===== src/rtl/otter_pipe_ctrl_if.sv =====
// otter_pipe_ctrl_if: decode/execute hazard inputs and pipeline control outputs of the OTTER controller
interface otter_pipe_ctrl_if #(parameter int CNT_W = 32);
    logic [4:0]       DEC_RS1;
    logic [4:0]       DEC_RS2;
    logic             DEC_USE_RS1;
    logic             DEC_USE_RS2;
    logic [4:0]       EX_RD;
    logic             EX_REG_WRITE;
    logic             EX_MEM_READ;
    logic             EX_BR_TAKEN;
    logic             INT_REQ;
    logic             PC_WRITE;
    logic             DEC_EN;
    logic             DEC_FLUSH;
    logic             EX_FLUSH;
    logic             TRAP_SEL;
    logic             MEPC_CAPTURE;
    logic             INT_TAKEN;
    logic [CNT_W-1:0] STALL_COUNT;

    modport master (
        output DEC_RS1, DEC_RS2, DEC_USE_RS1, DEC_USE_RS2, EX_RD, EX_REG_WRITE,
               EX_MEM_READ, EX_BR_TAKEN, INT_REQ,
        input  PC_WRITE, DEC_EN, DEC_FLUSH, EX_FLUSH, TRAP_SEL, MEPC_CAPTURE,
               INT_TAKEN, STALL_COUNT
    );

    modport slave (
        input  DEC_RS1, DEC_RS2, DEC_USE_RS1, DEC_USE_RS2, EX_RD, EX_REG_WRITE,
               EX_MEM_READ, EX_BR_TAKEN, INT_REQ,
        output PC_WRITE, DEC_EN, DEC_FLUSH, EX_FLUSH, TRAP_SEL, MEPC_CAPTURE,
               INT_TAKEN, STALL_COUNT
    );
endinterface


===== src/rtl/otter_pipe_ctrl.sv =====
// otter_pipe_ctrl: load-use stall, branch flush and interrupt drain/redirect sequencing for the OTTER pipeline
module otter_pipe_ctrl #(
    parameter int DRAIN_CYCLES = 3,
    parameter int CNT_W        = 32
) (
    input logic              CLK,
    input logic              RST,
    otter_pipe_ctrl_if.slave bus
);
    typedef enum logic [1:0] {RUN, DRAIN, TRAP} state_t;

    state_t           state_q, state_d;
    logic [3:0]       cnt_q, cnt_d;
    logic             holdoff_q, holdoff_d;
    logic [CNT_W-1:0] stall_count_q, stall_count_d;
    logic             luh;
    logic             pc_write, dec_en, dec_flush, ex_flush, trap_sel, mepc_capture, int_taken;

    assign luh = bus.EX_MEM_READ && bus.EX_REG_WRITE && (bus.EX_RD != 5'd0) &&
                 ((bus.DEC_USE_RS1 && (bus.DEC_RS1 == bus.EX_RD)) ||
                  (bus.DEC_USE_RS2 && (bus.DEC_RS2 == bus.EX_RD)));

    // Next state and Mealy control outputs; reset forces the bubble-everything outputs
    always_comb begin
        state_d       = state_q;
        cnt_d         = cnt_q;
        holdoff_d     = holdoff_q;
        stall_count_d = stall_count_q;
        pc_write      = 1'b0;
        dec_en        = 1'b0;
        dec_flush     = 1'b0;
        ex_flush      = 1'b1;
        trap_sel      = 1'b0;
        mepc_capture  = 1'b0;
        int_taken     = 1'b0;
        case (state_q)
            RUN: begin
                holdoff_d = 1'b0;
                if (bus.EX_BR_TAKEN) begin
                    pc_write  = 1'b1;
                    dec_en    = 1'b1;
                    dec_flush = 1'b1;
                end else if (bus.INT_REQ && !holdoff_q) begin
                    mepc_capture = 1'b1;
                    cnt_d        = 4'(DRAIN_CYCLES - 1);
                    state_d      = DRAIN;
                end else if (luh) begin
                    stall_count_d = stall_count_q + 1'b1;
                end else begin
                    pc_write = 1'b1;
                    dec_en   = 1'b1;
                    ex_flush = 1'b0;
                end
            end
            DRAIN: begin
                state_d = (cnt_q == 4'd0) ? TRAP : DRAIN;
                cnt_d   = (cnt_q == 4'd0) ? cnt_q : cnt_q - 4'd1;
            end
            TRAP: begin
                pc_write  = 1'b1;
                dec_en    = 1'b1;
                dec_flush = 1'b1;
                trap_sel  = 1'b1;
                int_taken = 1'b1;
                holdoff_d = 1'b1;
                state_d   = RUN;
            end
            default: state_d = RUN;
        endcase
        if (RST) begin
            pc_write     = 1'b0;
            dec_en       = 1'b0;
            dec_flush    = 1'b1;
            ex_flush     = 1'b1;
            trap_sel     = 1'b0;
            mepc_capture = 1'b0;
            int_taken    = 1'b0;
        end
    end

    // State, drain counter, holdoff flag and stall counter registers
    always_ff @(posedge CLK or posedge RST) begin
        if (RST) begin
            state_q       <= RUN;
            cnt_q         <= 4'd0;
            holdoff_q     <= 1'b0;
            stall_count_q <= '0;
        end else begin
            state_q       <= state_d;
            cnt_q         <= cnt_d;
            holdoff_q     <= holdoff_d;
            stall_count_q <= stall_count_d;
        end
    end

    assign bus.PC_WRITE     = pc_write;
    assign bus.DEC_EN       = dec_en;
    assign bus.DEC_FLUSH    = dec_flush;
    assign bus.EX_FLUSH     = ex_flush;
    assign bus.TRAP_SEL     = trap_sel;
    assign bus.MEPC_CAPTURE = mepc_capture;
    assign bus.INT_TAKEN    = int_taken;
    assign bus.STALL_COUNT  = stall_count_q;
endmodule

===== src/flat_wrapper.sv =====
// flat-port wrapper written by rule: the top's interface ports become plain ports
module otter_pipe_ctrl_flat 
#(
    parameter int DRAIN_CYCLES = 3,
    parameter int CNT_W        = 32
)
  (CLK, RST, bus_DEC_RS1, bus_DEC_RS2, bus_DEC_USE_RS1, bus_DEC_USE_RS2, bus_EX_RD, bus_EX_REG_WRITE, bus_EX_MEM_READ, bus_EX_BR_TAKEN, bus_INT_REQ, bus_PC_WRITE, bus_DEC_EN, bus_DEC_FLUSH, bus_EX_FLUSH, bus_TRAP_SEL, bus_MEPC_CAPTURE, bus_INT_TAKEN, bus_STALL_COUNT);
  otter_pipe_ctrl_if #(.CNT_W(CNT_W)) bus_i ();
  input logic CLK;
  input logic RST;
  input wire logic [$bits(bus_i.DEC_RS1)-1:0] bus_DEC_RS1;
  input wire logic [$bits(bus_i.DEC_RS2)-1:0] bus_DEC_RS2;
  input wire logic [$bits(bus_i.DEC_USE_RS1)-1:0] bus_DEC_USE_RS1;
  input wire logic [$bits(bus_i.DEC_USE_RS2)-1:0] bus_DEC_USE_RS2;
  input wire logic [$bits(bus_i.EX_RD)-1:0] bus_EX_RD;
  input wire logic [$bits(bus_i.EX_REG_WRITE)-1:0] bus_EX_REG_WRITE;
  input wire logic [$bits(bus_i.EX_MEM_READ)-1:0] bus_EX_MEM_READ;
  input wire logic [$bits(bus_i.EX_BR_TAKEN)-1:0] bus_EX_BR_TAKEN;
  input wire logic [$bits(bus_i.INT_REQ)-1:0] bus_INT_REQ;
  output wire logic [$bits(bus_i.PC_WRITE)-1:0] bus_PC_WRITE;
  output wire logic [$bits(bus_i.DEC_EN)-1:0] bus_DEC_EN;
  output wire logic [$bits(bus_i.DEC_FLUSH)-1:0] bus_DEC_FLUSH;
  output wire logic [$bits(bus_i.EX_FLUSH)-1:0] bus_EX_FLUSH;
  output wire logic [$bits(bus_i.TRAP_SEL)-1:0] bus_TRAP_SEL;
  output wire logic [$bits(bus_i.MEPC_CAPTURE)-1:0] bus_MEPC_CAPTURE;
  output wire logic [$bits(bus_i.INT_TAKEN)-1:0] bus_INT_TAKEN;
  output wire logic [$bits(bus_i.STALL_COUNT)-1:0] bus_STALL_COUNT;
  assign bus_i.DEC_RS1 = bus_DEC_RS1;
  assign bus_i.DEC_RS2 = bus_DEC_RS2;
  assign bus_i.DEC_USE_RS1 = bus_DEC_USE_RS1;
  assign bus_i.DEC_USE_RS2 = bus_DEC_USE_RS2;
  assign bus_i.EX_RD = bus_EX_RD;
  assign bus_i.EX_REG_WRITE = bus_EX_REG_WRITE;
  assign bus_i.EX_MEM_READ = bus_EX_MEM_READ;
  assign bus_i.EX_BR_TAKEN = bus_EX_BR_TAKEN;
  assign bus_i.INT_REQ = bus_INT_REQ;
  assign bus_PC_WRITE = bus_i.PC_WRITE;
  assign bus_DEC_EN = bus_i.DEC_EN;
  assign bus_DEC_FLUSH = bus_i.DEC_FLUSH;
  assign bus_EX_FLUSH = bus_i.EX_FLUSH;
  assign bus_TRAP_SEL = bus_i.TRAP_SEL;
  assign bus_MEPC_CAPTURE = bus_i.MEPC_CAPTURE;
  assign bus_INT_TAKEN = bus_i.INT_TAKEN;
  assign bus_STALL_COUNT = bus_i.STALL_COUNT;
  otter_pipe_ctrl #(.DRAIN_CYCLES(DRAIN_CYCLES), .CNT_W(CNT_W)) u_core (.CLK(CLK), .RST(RST), .bus(bus_i));
endmodule

===== config.mk =====
export PLATFORM = sky130hd
export DESIGN_NAME = otter_pipe_ctrl_flat
export DESIGN_NICKNAME = d
export VERILOG_FILES = /design/src/rtl/otter_pipe_ctrl_if.sv /design/src/rtl/otter_pipe_ctrl.sv /design/src/flat_wrapper.sv
export SDC_FILE = /design/constraint.sdc
export NUM_CORES = 1
export LEC_CHECK = 0
export CORE_MARGIN = 2
export CORE_UTILIZATION = 51
export DETAILED_ROUTE_END_ITERATION = 6
export PLACE_DENSITY = 0.81
export SETUP_SLACK_MARGIN = 0.5
export SLEW_MARGIN = 25
export SYNTH_ARGS = -nofsm -noshare
export SYNTH_HDL_FRONTEND = slang
export SYNTH_SLANG_ARGS = --single-unit

===== constraint.sdc =====
create_clock -name CLK -period 7.9 [get_ports CLK]
set_input_delay 2.37 -clock CLK [delete_from_list [all_inputs] [get_ports CLK]]
set_output_delay 2.37 -clock CLK [all_outputs]
set_load 0.005 [all_outputs]

# Word level (Yosys, flattened, before mapping)
# Cells that the tools add are included.
[classes]
addsub = 2
eq_ne = 7
muxes = 28
bitwise_logic = 2
reduce_logical = 16
[op_table]
columns = ["operator", "n"]
rows = [
  ["adder 32 x 1 -> 32 bit, second input constant", 1],
  ["2-to-1 mux 1 bit", 17],
  ["2-to-1 mux 4 bit", 3],
  ["equality test 5 bit", 2],
  ["case mux 4 bit (2 select lines)", 1],
  ["AND reduction 4 bit", 2],
  ["logical AND 1 bit", 6],
  ["2-to-1 mux 2 bit", 3],
  ["case mux 1 bit (2 select lines)", 3],
  ["nonzero test 5 bit", 1],
  ["logical NOT 4 bit", 1],
  ["!= test 2 bit, second input constant", 2],
  ["case mux 2 bit (2 select lines)", 1],
  ["nonzero test 2 bit", 2],
  ["subtractor 4 x 1 -> 4 bit, second input constant", 1],
  ["equality test 2 x 1 -> 1 bit, second input constant", 1],
  ["equality test 2 bit, second input constant", 1],
  ["logical NOT 2 bit", 1],
  ["!= test 2 x 1 -> 1 bit, second input constant", 1],
  ["NOT 1 bit", 2],
  ["AND reduction 2 bit", 1],
  ["logical NOT 1 bit", 1],
  ["logical OR 1 bit", 1],
]
[totals]
register_bits = 39
inputBits = 23
output_inout_bits = 39
elab_cells = 59

# Logic depth before layout (Yosys ltp)
# Gate-level depths: netlist of the first run.
[depth]
word_depth = 9
mapped_depth = 7
mapped_depth_nobuf = 7

# Least setup slack after synthesis of the first run
# Ideal clock, no wire load.
[synth_path]
path_kind = "input port to output port"
start = "in bus_EX_RD[0]"
end = "out bus_PC_WRITE"
arrival_time_ps = 3830
t_required_ps = 5530
setup_slack_ps = 1700
cell_stages = 6
n_path_buf = 2
path_cell_list = "or4_1 > o211ai_1 > buf_2 > o21ai_0 > a21boi_0 > buf_4"
[synth_between]
elab_chain_len = 9
elab_cells_between_ends = 13
classes_between = "2 x eq/ne; 5 x mux; 6 x reduce/logical"
[synth_lines]
columns = ["element", "line", "rtl"]
rows = [
  ["start: declaration", "flat_wrapper.sv:15", "input wire logic [$bits(bus_i.EX_RD)-1:0] bus_EX_RD;"],
  ["equality test 5 bit, on equally long branches", "otter_pipe_ctrl.sv:20, otter_pipe_ctrl.sv:21", ""],
  ["logical AND 1 bit, on equally long branches", "otter_pipe_ctrl.sv:20, otter_pipe_ctrl.sv:21", ""],
  ["logical OR 1 bit", "otter_pipe_ctrl.sv:20", "((bus.DEC_USE_RS1 && (bus.DEC_RS1 == bus.EX_RD)) ||"],
  ["logical AND 1 bit *", "otter_pipe_ctrl.sv:19", "assign luh = bus.EX_MEM_READ && bus.EX_REG_WRITE && (bus.EX_RD != 5'd0) &&"],
  ["2-to-1 mux 1 bit * (3 in series)", "n/a", ""],
  ["case mux 1 bit (2 select lines) *", "n/a", ""],
  ["2-to-1 mux 1 bit *", "n/a", ""],
  ["end: declaration", "flat_wrapper.sv:20", "output wire logic [$bits(bus_i.PC_WRITE)-1:0] bus_PC_WRITE;"],
]
# Mark *: on every way between the ends. The rest lies on a longest branch, timed or not.

# Worst setup path in the final report of the first run
[layout_path]
start = "in bus_EX_RD[3]"
end = "out bus_EX_FLUSH"
[layout_between]
elab_chain_len = 9
elab_cells_between_ends = 13
classes_between = "2 x eq/ne; 5 x mux; 6 x reduce/logical"
[layout_lines]
columns = ["element", "line", "rtl"]
rows = [
  ["equality test 5 bit, on equally long branches", "otter_pipe_ctrl.sv:20, otter_pipe_ctrl.sv:21", ""],
  ["logical AND 1 bit, on equally long branches", "otter_pipe_ctrl.sv:20, otter_pipe_ctrl.sv:21", ""],
  ["logical OR 1 bit", "otter_pipe_ctrl.sv:20", ""],
  ["logical AND 1 bit *", "otter_pipe_ctrl.sv:19", ""],
  ["2-to-1 mux 1 bit *", "otter_pipe_ctrl.sv:47", "end else if (luh) begin"],
  ["2-to-1 mux 1 bit *", "otter_pipe_ctrl.sv:43", "end else if (bus.INT_REQ && !holdoff_q) begin"],
  ["2-to-1 mux 1 bit *", "otter_pipe_ctrl.sv:39", "if (bus.EX_BR_TAKEN) begin"],
  ["2-to-1 mux 1 bit *", "otter_pipe_ctrl.sv:36", "case (state_q)"],
  ["2-to-1 mux 1 bit *", "otter_pipe_ctrl.sv:70", "if (RST) begin"],
  ["end: declaration", "flat_wrapper.sv:23", "output wire logic [$bits(bus_i.EX_FLUSH)-1:0] bus_EX_FLUSH;"],
]
# Marked as above.

==> results.json, run 1 <==
{
  "status": "completed",
  "via_count": 1731,
  "num_io_pins": 62,
  "synthToLayoutAreaGrowth_pct": 34.0,
  "postSynthCellCount": 206,
  "fp.dieH_um": 68.6,
  "drc": 0,
  "reg2reg_depth": 5,
  "synthArstFlopShare": 1.00,
  "vias_per_cell": 5.46,
  "wl_mm": 4.67,
  "synthDistinctLibCells": 43,
  "antenna_found_initial": 0,
  "finalMaxSlewViolations": 0,
  "dp_hpwl_mm": 3.43,
  "io_buffers": 61,
  "synth_seq_cells": 39,
  "finalSetupViolations": 0,
  "post_cts_buffers": 0,
  "ir_worst_vdd_mv": 0.137,
  "path_max_fanout": 32,
  "placed_cell_area_um2": 2770,
  "hold_class": "reg -> reg",
  "avgSynthCellArea_um2": 10.3,
  "setup_ws_ns": 0.823,
  "diodes": 0,
  "avgRoutedWirePerCell_um": 14.7,
  "skew_ns": 0.00573,
  "timing_hold_violations_final": 0,
  "clk_latency_ns": 0.29,
  "powerDensity_nw_per_um2": 166,
  "dpl_worst_slack_ns": 0.841,
  "cts_root_buf": "clkbuf_8",
  "gp_congestion": 0.744,
  "cts_tree": "done",
  "endpoint": "bus_EX_FLUSH",
  "fin_area_um2": 2850,
  "syn-cell-area_um2": 2130,
  "rr_startpoint": "u_core.state_q[1]",
  "hold_buffers": 0,
  "fin_nets": 291,
  "worstPathArrival_ns": 4.71,
  "drive_gt1_frac": 0.0824,
  "power.total_uw": 474,
  "grtUsageTotal": 0.222,
  "ys_seq_area_frac": 0.459,
  "fin_crit_ns": 7.08,
  "start_util": 0.532,
  "yosys_warnings": 0,
  "drt_iter0_drc": 86,
  "gr-total-overflow": 0,
  "maxCapViolCount": 0,
  "die_w_um": 68.6,
  "syn_nets": 231,
  "worst_ep_required_time_ns": 5.53,
  "criticalPathCategory": "in -> out",
  "grt_pass1_wl_mm": 7.72,
  "cellLeakagePower_uw": 0.00128,
  "cts_buffers": 5,
  "fin_tns_setup_ns": 0,
  "synth_ff_type": "dfrtp_1",
  "min_period_over_period": 0.896,
  "cts_max_path_buffers": 2,
  "core_um2": 4000,
  "slew_headroom": 0.571,
  "cts.sinks": 39,
  "htreeDepth": 2,
  "grt_pass1_vias": 1612,
  "rows": 23,
  "fmax_ghz": 0.141,
  "final_cell_mix": "clkdlybuf4s50_1 (61), dfrtp_1 (39), xor2_1 (30)",
  "grt_max_degree": 40,
  "cts_resized": 0,
  "r2r_slack_ns": 5.50,
  "dieArea_um2": 4700,
  "clk_pin_slew_ns": 0.07,
  "dr.pass1.iters": 4,
  "r2r_end": "u_core.bus.STALL_COUNT[29]",
  "crit_path_end_kind": "primary output",
  "rsz0062_at_grt": "no",
  "critPathLaunch": "bus_EX_RD[3]",
  "ant_nets": 0,
  "layout_commonest_cell": "clkdlybuf4s50_1",
  "start_kind": "input pin",
  "worst_slew_pin_slew_ns": 0.643,
  "synth-edff-count": 0
}
## power by group
part           switching (uW)  leakage [uW]  internal (uW)  total (uW)
logic                    52.8      0.000709           55.2         108
registers                19.0      0.000525            216         235
clock network            69.1     0.0000412           61.7         131
total                     141       0.00128            333         474
## sequential cells by signal, summed over array words and instances (netlist names)
register / count
u_core.bus.STALL_COUNT: 32
u_core.cnt_q: 4
u_core.state_q: 2
u_core.holdoff_q: 1
## cell families (layout without fill, tap and decap cells)
logic type / Yosys count / after routing / share of synthesized area
simple gates: 91 / 91 / 0.265
xor+xnor: 41 / 41 / 0.172
flops: 39 / 39 / 0.459
buf+inv: 19 / 80 / 0.0447
compound gates: 11 / 11 / 0.0312
mux: 3 / 3 / 0.0159
fa+ha+maj: 2 / 2 / 0.0118
## routing by layer
metal  global-route usage  vias up  wire (um)
met4               0.0575        0         61
li1                     -      840          -
met2                0.365       51       2310
met1                0.290      833       2090
met3               0.0552        7        201
met5                    0        -          0
## critical path: stages
cell	delay (ns)
clkdlybuf4s50_1	0.47
xor2_1	0.18
nor4_1	0.38
a32oi_2	0.17
buf_4	0.26
o21ai_0	0.24
or2_2	0.15
clkdlybuf4s50_1	0.49
## cell usage after synthesis, types with 3 or more instances
library cell | count | area, um^2
nand2_1 | 11 | 41.3
nor2_1 | 7 | 26.3
xnor2_1 | 10 | 87.6
nor3_1 | 14 | 70.1
mux2_2 | 3 | 33.8
nand4b_1 | 4 | 35.0
nor4b_1 | 5 | 43.8
nand2b_1 | 4 | 25.0
o21ai_0 | 4 | 20.0
clkbuf_1 | 5 | 18.8
inv_1 | 8 | 30.0
nand3_1 | 9 | 45.0
and4_1 | 3 | 26.3
xor2_1 | 30 | 263
nand4_1 | 4 | 25.0
dfrtp_1 | 39 | 976
nor4_2 | 3 | 37.5
nor4_1 | 9 | 56.3
## cell type report
cell class,count,area [um^2]
fill,358,1150
multi-input combinational,148,1060
sequential,39,976
timing repair buffer,64,633
clock buffer,6,72.6
tap,50,62.6
inverter,8,30.0
clock inverter,2,12.5
## worst min path at each step
stage	endpoint	slack, ns	from	cells past startpoint
2_1_floorplan	u_core.bus.STALL_COUNT[31]	0.46	u_core.bus.STALL_COUNT[31]	1
3_3_place_gp	u_core.bus.STALL_COUNT[12]	0.47	u_core.bus.STALL_COUNT[12]	1
3_5_place_dp	u_core.bus.STALL_COUNT[26]	0.48	u_core.bus.STALL_COUNT[26]	1
4_1_cts	u_core.bus.STALL_COUNT[28]	0.49	u_core.bus.STALL_COUNT[28]	1
5_1_grt	u_core.bus.STALL_COUNT[22]	0.51	u_core.bus.STALL_COUNT[22]	1
6_report	u_core.bus.STALL_COUNT[22]	0.49	u_core.bus.STALL_COUNT[22]	1
## per-stage QoR
step / std cells / hold slack (ns) / util
6_report: 317 / 0.489 / 0.713
5_1_grt: 317 / 0.509 / 0.713
4_1_cts: 317 / 0.494 / 0.713
3_5_place_dp: 309 / 0.477 / 0.691
3_3_place_gp: 309 / 0.474 / 0.691
2_1_floorplan: 206 / 0.465 / -
(Power assumes the default switching activity.)
==> inputs of run 2 (changes only) <==
- CTS_BUF_LIST: unset -> sky130_fd_sc_hd__clkbuf_4 sky130_fd_sc_hd__clkbuf_8 sky130_fd_sc_hd__clkbuf_16
- CTS_CLUSTER_DIAMETER: unset -> 40
==> run 2 against run 1 <==
  * Clock skew about the same
  * Combinational power about the same
  * Utilization up 0.094 points
  * Die area unchanged
  * Maximum frequency about the same
  * Highest routed layer unchanged
  * Register-to-register slack about the same
  * Via count about the same
  * Sequential share of layout area about the same
  * Power up 0.74%
  * Global-route usage unchanged
  * Worst setup slack worse by 0.0016 ns
==> results.json, run 2 (synthesis gave the netlist of run 1 again) <==
{
  "layout_commonest_cell": "clkdlybuf4s50_1",
  "ant_nets": 0,
  "start_util": 0.532,
  "hold_class": "reg -> reg",
  "rr_startpoint": "u_core.state_q[1]",
  "clk_latency_ns": 0.29,
  "clk_pin_slew_ns": 0.07,
  "cts_buffers": 5,
  "path_delay_family": "buffers and inverters",
  "min_period_over_period": 0.896,
  "grt_max_degree": 40,
  "cts_resized": 0,
  "avgRoutedWirePerCell_um": 14.7,
  "antenna_found_initial": 0,
  "status": "completed",
  "stdcell_count": 317,
  "reg2reg_depth": 5,
  "start_kind": "input pin",
  "finalSetupViolations": 0,
  "place_inst": 309,
  "timing_hold_violations_final": 0,
  "diodes": 0,
  "htreeDepth": 2,
  "r2r_end": "u_core.bus.STALL_COUNT[29]",
  "fin_nets": 291,
  "wl_mm": 4.67,
  "internal-power_uw": 337,
  "gp_congestion": 0.744,
  "gr-total-overflow": 0,
  "grtUsageTotal": 0.222,
  "placed_cell_area_um2": 2770,
  "fmax_ghz": 0.141,
  "hold_buffers": 0,
  "holdPathEnd": "u_core.bus.STALL_COUNT[22]",
  "cts_tree": "done",
  "swShare": 0.295,
  "drive_gt1_frac": 0.0861,
  "fin_area_um2": 2850,
  "skew_ns": 0.00573,
  "path_cells": "clkdlybuf4s50_1 > xor2_1 > nor4_1 > a32oi_2 > buf_4 > o21ai_0 > or2_2 > clkdlybuf4s50_1",
  "path_buf_inv": 3,
  "worstPathArrival_ns": 4.71,
  "cts_max_path_buffers": 2,
  "worst_ep_required_time_ns": 5.53,
  "whs_path_depth": 1,
  "fin_tns_setup_ns": 0,
  "post_cts_buffers": 0,
  "sequentialPowerShare": 0.493,
  "slowest_delay_ns": 0.49,
  "netSwitchingPower_uw": 141,
  "crit_path_end_kind": "primary output",
  "drc": 0,
  "slew_headroom": 0.571,
  "synthToLayoutAreaGrowth_pct": 34.2,
  "final_cell_mix": "clkdlybuf4s50_1 (61), dfrtp_1 (39), xor2_1 (30)",
  "rows": 23,
  "io_buffers": 61,
  "power_frac_comb": 0.226,
  "crit_slowest_cell": "clkdlybuf4s50_1",
  "via_count": 1732,
  "finalMaxSlewViolations": 0,
  "path_max_fanout": 32,
  "largest_reg_flops": 32,
  "die_w_um": 68.6,
  "p_clk_frac": 0.281,
  "core_um2": 4000,
  "fin_crit_ns": 7.08,
  "maxCapViolCount": 0,
  "vias_per_cell": 5.46,
  "ir_worst_vdd_mv": 0.137,
  "cellLeakagePower_uw": 0.00128,
  "rsz0062_at_grt": "no",
  "dieArea_um2": 4700,
  "fp.dieH_um": 68.6,
  "grt_pass1_wl_mm": 7.71,
  "hold_path.startpoint": "u_core.bus.STALL_COUNT[22]",
  "r2r_slack_ns": 5.50,
  "criticalPathCategory": "in -> out",
  "dr.pass1.iters": 4,
  "dp_hpwl_mm": 3.43,
  "crit_top_cell": "clkdlybuf4s50_1",
  "cts.sinks": 39,
  "grt_pass1_vias": 1609,
  "num_io_pins": 62,
  "worst_slew_pin_slew_ns": 0.643,
  "cts_root_buf": "clkbuf_8",
  "powerDensity_nw_per_um2": 167,
  "drt_iter0_drc": 85
}
[run 2: cell counts in the layout (fill, tap and decap cells not counted)]
No cell type changed its count.
[run 2: layer usage]
metal | part of all wire | global-route usage
met3 | 0.044 | 0.0552
met2 | 0.49 | 0.365
met5 | 0 | 0
met1 | 0.45 | 0.290
met4 | 0.013 | 0.0575
[run 2: cell type report]
| class | count | area, um^2 |
|---|---|---|
| sequential | 39 | 976 |
| inverter | 8 | 30.0 |
| timing repair buffer | 64 | 633 |
| clock inverter | 2 | 12.5 |
| tap | 50 | 62.6 |
| fill | 357 | 1150 |
| multi-input combinational | 148 | 1060 |
| clock buffer | 6 | 76.3 |
[run 2: power groups by stage]
stage / Sequential, uW / Clock [uW] / Combinational (uW)
CTS: 235 / 136 / 109
global route: 240 / 145 / 120
detailed placement: 239 / 0 / 108
finish: 235 / 134 / 108
floorplan: 230 / 0 / 78.5
global placement: 238 / 0 / 106
[run 2: stage by stage]
stage / worst slack [ns] / hold slack, ns / util / total power [uW]
after floorplan: 1.70 / 0.465 / - / 308
after global placement: 0.877 / 0.474 / 0.691 / 344
after detailed placement: 0.841 / 0.477 / 0.691 / 347
after CTS: 0.822 / 0.494 / 0.713 / 480
after global routing: 0.635 / 0.508 / 0.713 / 505
final: 0.822 / 0.489 / 0.713 / 478
[run 2: worst max path at each step]
stage	end	start	depth (start not counted)	slack, ns
6_report	bus_EX_FLUSH	bus_EX_RD[3]	8	0.82
4_1_cts	bus_PC_WRITE	bus_EX_RD[0]	7	0.82
5_1_grt	bus_PC_WRITE	bus_EX_RD[0]	7	0.64
3_3_place_gp	bus_PC_WRITE	bus_EX_RD[0]	7	0.88
2_1_floorplan	bus_PC_WRITE	bus_EX_RD[0]	6	1.70
3_5_place_dp	bus_PC_WRITE	bus_EX_RD[0]	7	0.84
